<file path="config.mk">
export PLATFORM = sky130hd
export DESIGN_NAME = pinwheel_ram_dumper
export DESIGN_NICKNAME = d
export VERILOG_FILES = /design/src/rtl/pinwheel_pkg.sv /design/src/rtl/pinwheel_ram_dumper.sv
export SDC_FILE = /design/constraint.sdc
export NUM_CORES = 1
export LEC_CHECK = 0
export CAP_MARGIN = 0
export CORE_MARGIN = 2
export CORE_UTILIZATION = 39
export DETAILED_ROUTE_END_ITERATION = 6
export PLACE_DENSITY = 0.65
export SYNTH_ARGS = -nofsm -noshare
export SYNTH_HDL_FRONTEND = slang
export SYNTH_SLANG_ARGS = --single-unit
</file>
<file path="constraint.sdc">
create_clock -name clk -period 2.9 [get_ports clk]
set_input_delay 0.29 -clock clk [delete_from_list [all_inputs] [get_ports clk]]
set_output_delay 0.29 -clock clk [all_outputs]
set_load 0.02 [all_outputs]
</file>
<file path="src/rtl/pinwheel_pkg.sv">
// pinwheel_pkg: shared RAM types and dumper state encoding for the pinwheel data RAM
package pinwheel_pkg;
  localparam int RAM_AW = 10;
  localparam int RAM_DW = 32;
  typedef logic [RAM_AW-1:0] ram_addr_t;
  typedef logic [RAM_DW-1:0] ram_word_t;
  typedef enum logic [2:0] {ST_IDLE, ST_READ, ST_CAPTURE, ST_SEND, ST_DONE} dumper_state_e;
endpackage

</file>
<file path="src/rtl/pinwheel_ram_dumper.sv">
// pinwheel_ram_dumper: reads a word block from the pinwheel RAM and streams it LSB-first as bytes
// Ports: clk, rst_n (sync, active-low); start/base_addr/word_count command;
// busy/done/checksum status; raddr/rdata RAM read port; out_data/out_valid/out_ready byte stream.
module pinwheel_ram_dumper
  import pinwheel_pkg::*;
#(
  parameter int ADDR_WIDTH = 10,
  parameter int DATA_WIDTH = 32
) (
  input  logic                  clk,
  input  logic                  rst_n,
  input  logic                  start,
  input  logic [ADDR_WIDTH-1:0] base_addr,
  input  logic [ADDR_WIDTH:0]   word_count,
  output logic                  busy,
  output logic                  done,
  output logic [7:0]            checksum,
  output logic [ADDR_WIDTH-1:0] raddr,
  input  logic [DATA_WIDTH-1:0] rdata,
  output logic [7:0]            out_data,
  output logic                  out_valid,
  input  logic                  out_ready
);
  dumper_state_e         state_q, state_d;
  logic [ADDR_WIDTH-1:0] addr_q, addr_d;
  logic [ADDR_WIDTH:0]   cnt_q, cnt_d;
  logic [DATA_WIDTH-1:0] shift_q, shift_d;
  logic [1:0]            idx_q, idx_d;
  logic [7:0]            sum_q, sum_d;
  logic                  hs;
  assign hs        = out_valid && out_ready;
  assign raddr     = addr_q;
  assign out_data  = shift_q[7:0];
  assign out_valid = state_q == ST_SEND;
  assign busy      = state_q inside {ST_READ, ST_CAPTURE, ST_SEND};
  assign done      = state_q == ST_DONE;
  assign checksum  = sum_q;
  always_comb begin
    state_d = state_q;
    addr_d  = addr_q;
    cnt_d   = cnt_q;
    shift_d = shift_q;
    idx_d   = idx_q;
    sum_d   = sum_q;
    case (state_q)
      ST_IDLE: if (start) begin
        sum_d   = '0;
        state_d = word_count != '0 ? ST_READ : ST_DONE;
        if (word_count != '0) begin
          addr_d = base_addr;
          cnt_d  = word_count;
        end
      end
      ST_READ: state_d = ST_CAPTURE;
      ST_CAPTURE: begin
        shift_d = rdata;
        idx_d   = '0;
        addr_d  = addr_q + 1'b1;
        cnt_d   = cnt_q - 1'b1;
        state_d = ST_SEND;
      end
      ST_SEND: if (hs) begin
        sum_d   = sum_q + shift_q[7:0];
        shift_d = shift_q >> 8;
        idx_d   = idx_q + 2'd1;
        if (idx_q == 2'd3) state_d = cnt_q != '0 ? ST_READ : ST_DONE;
      end
      ST_DONE: state_d = ST_IDLE;
      default: state_d = ST_IDLE;
    endcase
  end
  always_ff @(posedge clk) begin
    if (!rst_n) begin
      state_q <= ST_IDLE;
      addr_q  <= '0;
      cnt_q   <= '0;
      shift_q <= '0;
      idx_q   <= '0;
      sum_q   <= '0;
    end else begin
      state_q <= state_d;
      addr_q  <= addr_d;
      cnt_q   <= cnt_d;
      shift_q <= shift_d;
      idx_q   <= idx_d;
      sum_q   <= sum_d;
    end
  end
endmodule

</file>
======== Word level (Yosys, flattened, before mapping) ========
Cells that the tools add are included.
operators by class
  add/sub/neg operators ................... 4
  multiply operators ...................... 0
  div/mod/pow operators ................... 0
  order comparisons ....................... 0
  equal/unequal tests ..................... 9
  shift operators ......................... 0
  muxes and demuxes ....................... 19
  bitwise logic cells ..................... 0
  reduce and logical (&&, ||, !) cells .... 12
operators with widths
  cell                                                                   number
  32-bit case mux with 2 select lines                                    1
  32-bit 2-to-1 mux                                                      1
  11-bit 2-to-1 mux                                                      2
  11-bit case mux with 2 select lines                                    1
  11-bit nonzero test                                                    2
  10-bit 2-to-1 mux                                                      2
  10-bit case mux with 2 select lines                                    1
  8-bit 2-to-1 mux                                                       2
  8-bit case mux with 2 select lines                                     1
  3-bit 2-to-1 mux                                                       5
  3-bit case mux with 4 select lines                                     1
  11-bit by 1-bit subtractor with 11-bit output, second input constant   1
  10-bit by 1-bit adder with 10-bit output, second input constant        1
  3-bit AND reduction                                                    3
  8-bit adder                                                            1
  3-bit by 2-bit equality test with 1-bit output, second input constant  2
  2-bit nonzero test                                                     3
  2-bit by 1-bit != test with 1-bit output, second input constant        2
  2-bit != test, second input constant                                   2
  2-bit case mux with 2 select lines                                     1
  3-bit by 1-bit equality test with 1-bit output, second input constant  1
  3-bit equality test, second input constant                             1
  3-bit zero test                                                        1
  3-bit nonzero test                                                     1
  other kinds (5)                                                        5
word-level totals
  flip-flop bits (word level) ............. 66
  bits in latches ......................... 0
  RAM bits ................................ 0
  memory bits (read-only) ................. 0
  bits of input ports ..................... 57
  output and inout bits ................... 29
  word-level logic and storage cells ...... 50
  memories ................................ 0

======== Logic depth before layout (Yosys ltp) ========
  depth in word-level cells ............... 5
  gate-level depth with buffers ........... 8
  mapped depth without buffers ............ 7

======== Worst setup path after synthesis ========
OpenSTA, ideal clock, no wires.
  path type ............................... reg2reg
  start point ............................. register sum_q[0], in the netlist checksum[0]
  end point ............................... register sum_q[4], in the netlist checksum[4]
  setup time .............................. 0.070 ns
  arrival time ............................ 1.944 ns
  required time ........................... 2.830 ns
  setup slack ............................. 0.885 ns
  stages on the path, launching flop included .. 7
  clock period less this slack ............ 2.015 ns
  path through ............................ dfxtp_1 ha_1 fa_1 a211oi_1 nor2_1 or4_1 a21oi_1
between the ends
  longest elaborated chain between the ends .. 3
ends and longest elaborated chain
  item                                RTL line                   text
  start, declared                     pinwheel_ram_dumper.sv:29  logic [7:0] sum_q, sum_d;
  start signal, assigned              pinwheel_ram_dumper.sv:86  sum_q <= sum_d;
  8-bit adder                         pinwheel_ram_dumper.sv:63  sum_d = sum_q + shift_q[7:0];
  8-bit 2-to-1 mux                    pinwheel_ram_dumper.sv:62  ST_SEND: if (hs) begin
  8-bit case mux with 2 select lines  pinwheel_ram_dumper.sv:45  case (state_q)
Every way passes these cells. The select of a mux whose other input is x is not followed.
A chain may end at the register's enable or synchronous reset.

======== Final worst setup path ========
  start point ............................. register state_q[1]
  end point ............................... output out_valid
between the ends
  longest elaborated chain between the ends .. 1
ends and longest elaborated chain
  item                                            RTL line                   text
  start, declared                                 pinwheel_ram_dumper.sv:24  dumper_state_e state_q, state_d;
  start signal, assigned                          pinwheel_ram_dumper.sv:81  state_q <= state_d;
  3-bit by 2-bit equality test with 1-bit output  pinwheel_ram_dumper.sv:34  assign out_valid = state_q == ST_SEND;
  end, declared                                   pinwheel_ram_dumper.sv:21  output logic out_valid,
Every way passes these cells.

==> flow_summary_export.csv <==
group,metric,value,unit
global_route,grt_max_degree,49,
clock_tree,cts_tree,"built",
worst_setup_path,rrSetupSlack,0.78,ns
worst_setup_path,cp-endpoint,"out_valid",
pwr,p_int,1.93,mW
pwr,p_clk_share,33.6,%
routing,routed_wl,9890,um
clock_tree,cts_resized,0,
final_layout,design_area,0.00468,mm^2
worst_setup_path,crit_type,"reg -> out",
global_route,grt_pass1_wl,15900,um
yosys,post-synth-top-area-cell,"dfxtp_1",
timing,finalSetupTns,0,ns
timing,period_share,80.3,%
pwr,ir_drop,342,uV
clock_tree,clk_pin_slew_worst_paths,0.08,ns
floorplanning,ios,86,
timing,fmax,429,MHz
yosys,syn_nets,527,
routing,postRouteAntennaNets,0,
worst_setup_path,r2r_start,"shift_q[0]$_SDFFE_PN0P_",
timing,setup_viol,0,
routing,viasPerCell,5.49,
placement,hpwl,6940,um
final_layout,area_growth,32.2,%
final_layout,n_antenna_cell,0,
pwr,power_frac_seq,39.2,%
worst_setup_path,cp_cell_sequence,"nor2b_1 -> nand2_1 -> inv_2 -> clkdlybuf4s50_1",
yosys,yosysWarningCount,0,
yosys,ys_seq_area_share,37.3,%
clock_tree,cts_buffers,9,
clock_tree,insertion_delay,0.35,ns
final_layout,fill_cells,839,
final_layout,register_area,0.00132,mm^2
global_route,antenna_found_initial,0,
pwr,cellPowerDensity,608,mW/mm^2
yosys,synthSimpleGateAreaFrac,24.5,%
worst_setup_path,r2r_end,"checksum[4]$_SDFFE_PN0P_",
clock_tree,cts_root_buf,"clkbuf_8",
worst_setup_path,cp-start-kind,"flop",
floorplanning,fp-row-count,34,
yosys,yosysMostFrequentCell,"nand2_1",
floorplanning,initial_core_util,40.4,%
worst_setup_path,path_max_fanout,9,
timing,worst_hold_slack,0.481,ns
timing,finalMaxSlewViolations,0,
global_route,track_usage,20.1,%
timing,layout_min_cycle_time,2.33,ns
yosys,synth_cell_types,52,
clock_tree,clock_path_buffers,2,
timing,skew,0.00968,ns
yosys,synth.area.top_cells,"dfxtp_1 37%, nand2_1 8.2%, nor2_1 7.5%, a311oi_1 6.4%, a21oi_1 5.0%",
floorplanning,die_h,99.3,um
final_layout,multi_input_area,0.00200,mm^2
timing,worst_pin_slew,0.797,ns
floorplanning,fp.dieW,99.3,um
yosys,synthMuxAreaShare,0.283,%
timing,hold_viol_final,0,
routing,drc_errors,0,
yosys,synth-xor-area-share,1.49,%
yosys,synthCells,458,
floorplanning,core_area,0.00876,mm^2
routing,drt-pass1-iter-count,4,
yosys,synth.ff_latch_count,66,
yosys,synthTopCellsByCount,"77 x nand2_1, 71 x nor2_1, 66 x dfxtp_1, 35 x a21oi_1, 26 x a311oi_1",
yosys,synth_top_family_by_area,"compound AO/OA/AOI/OAI gates",
worst_setup_path,critPathCaptureType,"output port",
worst_setup_path,crit_required,2.61,ns
yosys,syn-cell-area,0.00354,mm^2
timing,grt_setup_unrepaired,"no",
pwr,power.share.switching,32.1,%
yosys,synth_edf_count,0,
placement,dpl_cell_area,0.00444,mm^2
yosys,async_flop_share,0,%
clock_tree,cts_setup_buffers,0,
pwr,p_leak,1.74,nW
routing,wl_per_cell,15.5,um
clock_tree,h-tree-depth,3,
clock_tree,cts.sinks,66,
outcome,status,"finished, final reports clean",
floorplanning,die-area,0.00985,mm^2
worst_setup_path,crit_start,"state_q[1]$_SDFFE_PN0P_",
final_layout,layout-drive-gt1-share,6.77,%
final_layout,fin_nets,596,
routing,drt-initial-drc-count,141,
pwr,comb_power_share,27.2,%
yosys,netlist.area_leader.share,37.3,%
global_route,grt_pass1_vias,3243,
placement,port-buffer-count,85,
yosys,synth-compound-area-share,25.4,%
final_layout,final_core_util,53.4,%
yosys,synth_adder_area_share,4.46,%
hold_path,min_path_type,"reg -> reg",
routing,num_vias,3513,
worst_setup_path,reg2reg_depth,6,
global_route,overflow,0,
placement,gp_congestion,0.865,
clock_tree,holdBufCountCts,0,
worst_setup_path,crit_slowest_cell,"clkdlybuf4s50_1",
yosys,synth.avg_cell_area,7.73,um^2
yosys,synth_flop_cell,"dfxtp_1",
run,maxCapViolations,0,
worst_setup_path,crit_arrival,2.04,ns
worst_setup_path,cpPeakStageDelay,0.61,ns
pwr,p_switching,0.914,mW
timing,relSlewSlack,46.5,%
==> layer usage <==
metal / vias to the layer above / routed length [um] / GRT usage, %
li1: 1785 / - / -
met1: 1620 / 4620 / 26.6
met2: 99 / 4670 / 33.2
met3: 9 / 473 / 3.87
met4: 0 / 125 / 6.01
met5: - / 0 / 0
==> cells by family after synthesis <==
logic type | after synthesis
compound gates | 131
xor+xnor | 6
fa+ha+maj | 12
buf+inv | 47
flops | 66
mux | 1
simple gates | 195
==> power groups by stage <==
stage / Clock [mW] / Sequential [mW] / Combinational (mW)
after floorplan: 0 / 1.13 / 0.491
after global placement: 0 / 1.13 / 0.757
after detailed placement: 0 / 1.13 / 0.768
after CTS: 0.972 / 1.11 / 0.774
after global routing: 1.02 / 1.13 / 0.849
final: 0.956 / 1.11 / 0.774
==> state kept, by name (all words and copies together) (netlist names) <==
name,flops
shift_q,32
cnt_q,11
raddr,10
checksum,8
state_q,3
idx_q,2
==> critical path, delay by kind of cell (launching register included) <==
family	cells	cell delay [ns]
buf+inv	2	0.75
flops	1	0.48
simple gates	2	0.46
==> layout make-up <==
class / instances / share of cell area (%)
tap: 108 / 2.89
multi-input combinational: 345 / 42.7
sequential: 66 / 28.2
clock buffer: 10 / 2.73
timing repair buffer: 97 / 20.4
inverter: 8 / 0.642
clock inverter: 6 / 2.46
==> how the worst min path moves through the flow <==
| stage | start | end | cells past startpoint |
|---|---|---|---|
| global route | shift_q[22]$_SDFFE_PN0P_ | shift_q[14]$_SDFFE_PN0P_ | 2 |
| global placement | shift_q[24]$_SDFFE_PN0P_ | shift_q[16]$_SDFFE_PN0P_ | 2 |
| detailed placement | shift_q[24]$_SDFFE_PN0P_ | shift_q[16]$_SDFFE_PN0P_ | 2 |
| floorplan | out_ready | state_q[1]$_SDFFE_PN0P_ | 1 |
| CTS | shift_q[24]$_SDFFE_PN0P_ | shift_q[16]$_SDFFE_PN0P_ | 2 |
| finish | shift_q[30]$_SDFFE_PN0P_ | shift_q[22]$_SDFFE_PN0P_ | 2 |
==> metrics by stage <==
stage	power, mW	worst slack [ns]	cells
after floorplan	1.62	0.885	458
after global placement	1.88	0.493	624
after detailed placement	1.90	0.461	624
after CTS	2.86	0.561	640
after global routing	2.99	0.442	640
final	2.84	0.572	640
==> placed cells by master, fill, tap and decap left out, types with 2 or more instances in the layout <==
cell type	Yosys	final
o21a_1	5	5
buf_4	8	11
a21boi_0	2	2
dfxtp_1	66	66
a311oi_1	26	26
or3_1	2	2
a22o_1	3	3
nand4_1	4	4
nor3_1	10	10
ha_1	11	11
o211ai_1	3	3
clkbuf_8	0	9
xor2_1	3	3
a22oi_1	12	12
nor2_1	71	71
o21ai_0	19	19
a21o_1	4	4
a21oi_1	35	34
inv_1	7	6
nand2b_1	2	2
a211oi_1	8	8
o31ai_1	2	2
xnor2_1	3	3
clkinv_4	0	2
nand2_1	77	77
nor2b_1	2	2
nor4_1	6	6
and2_1	2	2
clkdlybuf4s50_1	0	85
o221ai_1	3	3
bufinv_16	0	3
nand3_1	8	8
a41oi_1	4	4
Note: power is estimated with default switching activity, not from simulation.
